$ cat config.mk
export PLATFORM = sky130hd
export DESIGN_NAME = router_pkt_fsm
export DESIGN_NICKNAME = d
export VERILOG_FILES = /design/src/rtl/router_pkg.sv /design/src/rtl/router_port_dec.sv /design/src/rtl/router_pkt_fsm.sv
export SDC_FILE = /design/constraint.sdc
export NUM_CORES = 1
export LEC_CHECK = 0
export ABC_AREA = 1
export BUFFER_PORTS_ARGS = -buffer_cell sky130_fd_sc_hd__clkbuf_2
export CORE_AREA = 10 10 47 49
export DETAILED_ROUTE_END_ITERATION = 10
export DIE_AREA = 0 0 57 59
export PLACE_DENSITY = 0.73
export SLEW_MARGIN = 40
export SYNTH_ARGS = -nofsm -noshare
export SYNTH_HDL_FRONTEND = slang
export SYNTH_SLANG_ARGS = --single-unit
$ cat constraint.sdc
create_clock -name clk -period 3.6 [get_ports clk]
set_input_delay 0.36 -clock clk [delete_from_list [all_inputs] [get_ports clk]]
set_output_delay 0.36 -clock clk [all_outputs]
set_load 0.1 [all_outputs]
$ cat src/rtl/router_pkg.sv
// Shared router definitions: FSM state encoding and the default port/address
// geometry used by the controller, register block and output FIFOs.
package router_pkg;

    localparam int ROUTER_NUM_PORTS = 3;
    localparam int ROUTER_ADDR_W    = 2;

    // All eight 3-bit encodings are named, so no encoding is left undecoded.
    typedef enum logic [2:0] {
        ST_DECODE          = 3'd0,
        ST_LFD             = 3'd1,
        ST_LOAD_DATA       = 3'd2,
        ST_LOAD_PARITY     = 3'd3,
        ST_FIFO_FULL       = 3'd4,
        ST_LOAD_AFTER_FULL = 3'd5,
        ST_WAIT_EMPTY      = 3'd6,
        ST_CHECK_PARITY    = 3'd7
    } state_t;

endpackage

$ cat src/rtl/router_port_dec.sv
// Address-to-one-hot port decoder with enable; drives the per-FIFO write strobes.
module router_port_dec #(
    parameter int ADDR_W    = 2,
    parameter int NUM_PORTS = 3
) (
    input  logic                 i_en,
    input  logic [ADDR_W-1:0]    i_addr,
    output logic [NUM_PORTS-1:0] o_onehot
);

    // One compare per port keeps the result at most one-hot by construction.
    for (genvar g = 0; g < NUM_PORTS; g++) begin : g_port
        assign o_onehot[g] = i_en && (i_addr == ADDR_W'(g));
    end

endmodule

$ cat src/rtl/router_pkt_fsm.sv
// Packet-sequencing controller for the 1xN router input path. Decodes the
// header address, walks the input register through header/payload/parity
// loading, stalls while the selected FIFO is full, and drives the per-port
// write enables and the busy back-pressure to the source.
module router_pkt_fsm
    import router_pkg::*;
#(
    parameter int NUM_PORTS = ROUTER_NUM_PORTS,
    parameter int ADDR_W    = ROUTER_ADDR_W
) (
    input  logic                 clk,
    input  logic                 rst,
    input  logic                 pkt_valid,
    input  logic [ADDR_W-1:0]    din_addr,
    input  logic [NUM_PORTS-1:0] fifo_full,
    input  logic [NUM_PORTS-1:0] fifo_empty,
    input  logic [NUM_PORTS-1:0] soft_reset,
    input  logic                 parity_done,
    input  logic                 low_pkt_valid,
    output logic                 detect_addr,
    output logic                 lfd_state,
    output logic                 ld_state,
    output logic                 full_state,
    output logic                 laf_state,
    output logic                 rst_int_reg,
    output logic                 write_enb_reg,
    output logic [NUM_PORTS-1:0] write_enb,
    output logic                 busy
);

    state_t              r_state;
    logic [ADDR_W-1:0]   r_port_sel;

    logic                w_addr_valid;
    logic                w_empty_din;
    logic                w_empty_port;
    logic                w_full_sel;
    logic                w_soft_sel;
    logic                w_empty_sel;
    logic                w_hdr_ok;

    // Per-port selects done as compare loops so an out-of-range header
    // address never indexes past the port vectors; it simply matches nothing.
    always_comb begin
        w_addr_valid = 1'b0;
        w_empty_din  = 1'b0;
        w_empty_port = 1'b0;
        w_full_sel   = 1'b0;
        w_soft_sel   = 1'b0;
        for (int i = 0; i < NUM_PORTS; i++) begin
            if (din_addr == ADDR_W'(i)) begin
                w_addr_valid = 1'b1;
                w_empty_din  = fifo_empty[i];
            end
            if (r_port_sel == ADDR_W'(i)) begin
                w_empty_port = fifo_empty[i];
                w_full_sel   = fifo_full[i];
                w_soft_sel   = soft_reset[i];
            end
        end
    end

    assign w_hdr_ok    = pkt_valid && w_addr_valid;
    assign w_empty_sel = (r_state == ST_DECODE) ? w_empty_din : w_empty_port;

    // State register, port_sel capture and next-state selection.
    always_ff @(posedge clk) begin
        if (!rst) begin
            r_state    <= ST_DECODE;
            r_port_sel <= '0;
        end else begin
            if (r_state == ST_DECODE && w_hdr_ok)
                r_port_sel <= din_addr;

            // An output-side flush of the active port aborts the packet from
            // any state; in DECODE there is no active packet to abort.
            if (r_state != ST_DECODE && w_soft_sel) begin
                r_state <= ST_DECODE;
            end else begin
                case (r_state)
                    ST_DECODE: begin
                        if (w_hdr_ok)
                            r_state <= w_empty_sel ? ST_LFD : ST_WAIT_EMPTY;
                    end
                    ST_LFD:
                        r_state <= ST_LOAD_DATA;
                    ST_LOAD_DATA: begin
                        // Full wins over end-of-packet; the parity byte is
                        // picked up again via LOAD_AFTER_FULL.
                        if (w_full_sel)
                            r_state <= ST_FIFO_FULL;
                        else if (!pkt_valid)
                            r_state <= ST_LOAD_PARITY;
                    end
                    ST_FIFO_FULL: begin
                        if (!w_full_sel)
                            r_state <= ST_LOAD_AFTER_FULL;
                    end
                    ST_LOAD_AFTER_FULL: begin
                        if (parity_done)
                            r_state <= ST_DECODE;
                        else if (low_pkt_valid)
                            r_state <= ST_LOAD_PARITY;
                        else
                            r_state <= ST_LOAD_DATA;
                    end
                    ST_LOAD_PARITY:
                        r_state <= ST_CHECK_PARITY;
                    ST_CHECK_PARITY:
                        r_state <= w_full_sel ? ST_FIFO_FULL : ST_DECODE;
                    ST_WAIT_EMPTY: begin
                        if (w_empty_sel)
                            r_state <= ST_LFD;
                    end
                    default:
                        r_state <= ST_DECODE;
                endcase
            end
        end
    end

    // Moore output decode straight off the state register.
    assign detect_addr   = (r_state == ST_DECODE);
    assign lfd_state     = (r_state == ST_LFD);
    assign ld_state      = (r_state == ST_LOAD_DATA);
    assign full_state    = (r_state == ST_FIFO_FULL);
    assign laf_state     = (r_state == ST_LOAD_AFTER_FULL);
    assign rst_int_reg   = (r_state == ST_CHECK_PARITY);
    assign write_enb_reg = (r_state == ST_LOAD_DATA)   || (r_state == ST_LOAD_PARITY) ||
                           (r_state == ST_LOAD_AFTER_FULL) || (r_state == ST_LFD);
    assign busy          = !((r_state == ST_DECODE) || (r_state == ST_LOAD_DATA));

    router_port_dec #(
        .ADDR_W    (ADDR_W),
        .NUM_PORTS (NUM_PORTS)
    ) u_port_dec (
        .i_en     (write_enb_reg),
        .i_addr   (r_port_sel),
        .o_onehot (write_enb)
    );

endmodule

==> flow_summary.yaml <==
status:
  status: "finished clean"
critical_path:
  crit_path_end: "write_enb[1]"
  cp.arrival_ns: 1.61
  critPathCaptureType: "primary output"
  reg2reg_slack_ns: 2.30
  crit_path_start_kind: "register"
  crit_type: "reg2out"
  worstRegToRegCells: 7
  crit_start: "r_state[2]"
  r2r-end: "r_state[2]"
  r2r_start: "r_port_sel[0]"
  worstPathMaxFanout: 6
  worstPathRequired_ns: 3.24
synthesis:
  synth_nets: 121
  yosys_warnings: 0
  synth_top_area_share_pct: 19.63
  syn-cell-area_um2: 535.5
  synth_seq_cells: 5
  synth_common_cells: "28 x nand2_1, 17 x inv_1, 15 x nor2_1"
  synthCells: 105
  ys_async_sr_fraction_pct: 0
  synth_cell_types: 14
  synth_area_per_cell_um2: 5.100
  synth_edf_count: 0
  synth_top_area_cell: "nand2_1"
  ys_seq_area_share_pct: 18.69
  synthTopCellsByArea: "nand2_1 20%, dfxtp_1 19%, inv_1 12%, nand3_1 11%, nor2_1 11%"
  yosys_most_used_dff: "dfxtp_1"
  synth_most_common_cell: "nand2_1"
grt:
  track_usage_pct: 10.19
  first_global_vias: 706
  grt_max_degree: 8
  grt_overflow_total: 0
  antenna_found_initial: 0
  grt_pass1_wl_um: 2884
floorplanning:
  io-pin-count: 27
  die-area_um2: 3363
  chipWidth_um: 57
  start_util_pct: 38.21
  num_rows: 14
  dieHeight_um: 59
  core_area_um2: 1401
routing:
  routed_wl_um: 1715
  wire_per_inst_um: 11.36
  drc: 0
  drt_iter0_drc: 16
  ant_nets: 0
  vias_per_cell: 5.066
  vias: 765
  drtPass1Iterations: 5
sta:
  min_period_over_period_pct: 54.71
  clock.fmax_ghz: 0.5078
  tightest_slew_ns: 0.5581
  max-slew-margin-rel_pct: 62.95
  finalMaxSlewViolations: 0
  finalCriticalPeriod_ns: 1.969
  setup_viol: 0
  hold_viol: 0
  rsz0062_at_grt: "false"
  clock_skew_ns: 0.0007358
cts:
  cts_buffers: 3
  cts-resized-gates: 0
  cts_sinks: 5
  cts-root-buf: "clkbuf_4"
  insertion_delay_ns: 0.24
  post-cts-setup-buffer-count: 0
  clock_path_buffers: 2
  clk_pin_slew_ns: 0.04
  htreeDepth: 1
  cts_hold_buffers: 0
  cts_tree: "done"
place:
  hpwl_um: 1504
  numPortBuffers: 26
  routabilityCongestion: 0.8206
final_layout:
  diodes: 0
  area_growth_syn_to_layout_pct: 32.94
  fin_nets: 152
  drive_gt1_share_pct: 29.63
  final_core_util_pct: 50.80
min_path:
  min_path_type: "in2reg"
flow_run:
  drv_cap: 0
-- worst min path at each step --
stage	from	end	cells past startpoint
final	rst	r_port_sel[0]	3
after global routing	rst	r_port_sel[1]	3
after CTS	rst	r_port_sel[0]	3
after detailed placement	r_port_sel[1]	r_port_sel[1]	2
after global placement	r_port_sel[1]	r_port_sel[1]	2
after floorplan	rst	r_port_sel[0]	2
-- layer usage --
layer	global-route usage [%]	share of wire, %	vias up
li1	-	-	390
met1	10.68	38	350
met2	18.60	55	23
met3	3.004	6.1	2
met4	4.027	0.99	0
met5	0	0	-
-- critical path, cell delays in order (launching register included) --
cell	delay, ns
dfxtp_1	0.35
inv_2	0.10
nand2_1	0.12
nand2_1	0.12
inv_1	0.07
nor3_1	0.12
clkbuf_2	0.49
-- kinds of logic (layout without fill, tap and decap cells) --
kind of cell	Yosys count	count (layout)	synth area share, %
compound gates	9	9	8.409
flops	5	5	18.69
simple gates	70	70	58.18
buf+inv	21	51	14.72
-- final cells by class --
type,count,area [um2]
Fill cell,159,689.4
Timing Repair Buffer,26,130.1
Sequential cell,5,100.1
Tap cell,16,20.02
Clock buffer,4,26.28
Multi-Input combinational cell,79,356.6
Inverter,21,78.83
-- metrics by stage --
| stage | std cells | setup TNS (ns) | worst slack [ns] | instance area, um2 | hold slack (ns) |
|---|---|---|---|---|---|
| floorplan | 105 | -0.3501 | -0.1750 | 535.5 | 0.4984 |
| global placement | 147 | 0 | 1.951 | 685.7 | 0.5653 |
| detailed placement | 147 | 0 | 1.892 | 685.7 | 0.5740 |
| CTS | 151 | 0 | 1.632 | 711.9 | 0.3746 |
| global route | 151 | 0 | 1.545 | 711.9 | 0.4077 |
| finish | 151 | 0 | 1.631 | 711.9 | 0.3765 |
-- registers in the layout, indices dropped and copies added, names as in the netlist --
register    count
r_state         3
r_port_sel      2
-- placed cells by master (no fill, tap or decap) --
cell type / count
a21oi_1: 5
inv_1: 17
clkbuf_2: 26
nand4_1: 2
clkbuf_4: 3
nand2_1: 28
o21ai_0: 3
clkbuf_1: 1
dfxtp_1: 5
nor2_1: 15
nand3_2: 1
nor2_2: 2
o21ai_1: 1
nand3_1: 12
inv_2: 4
nor3_1: 6
nand2_2: 4
Power is not shown: default switching activity piles up to over one toggle a cycle in this logic, so the estimate is an artifact.
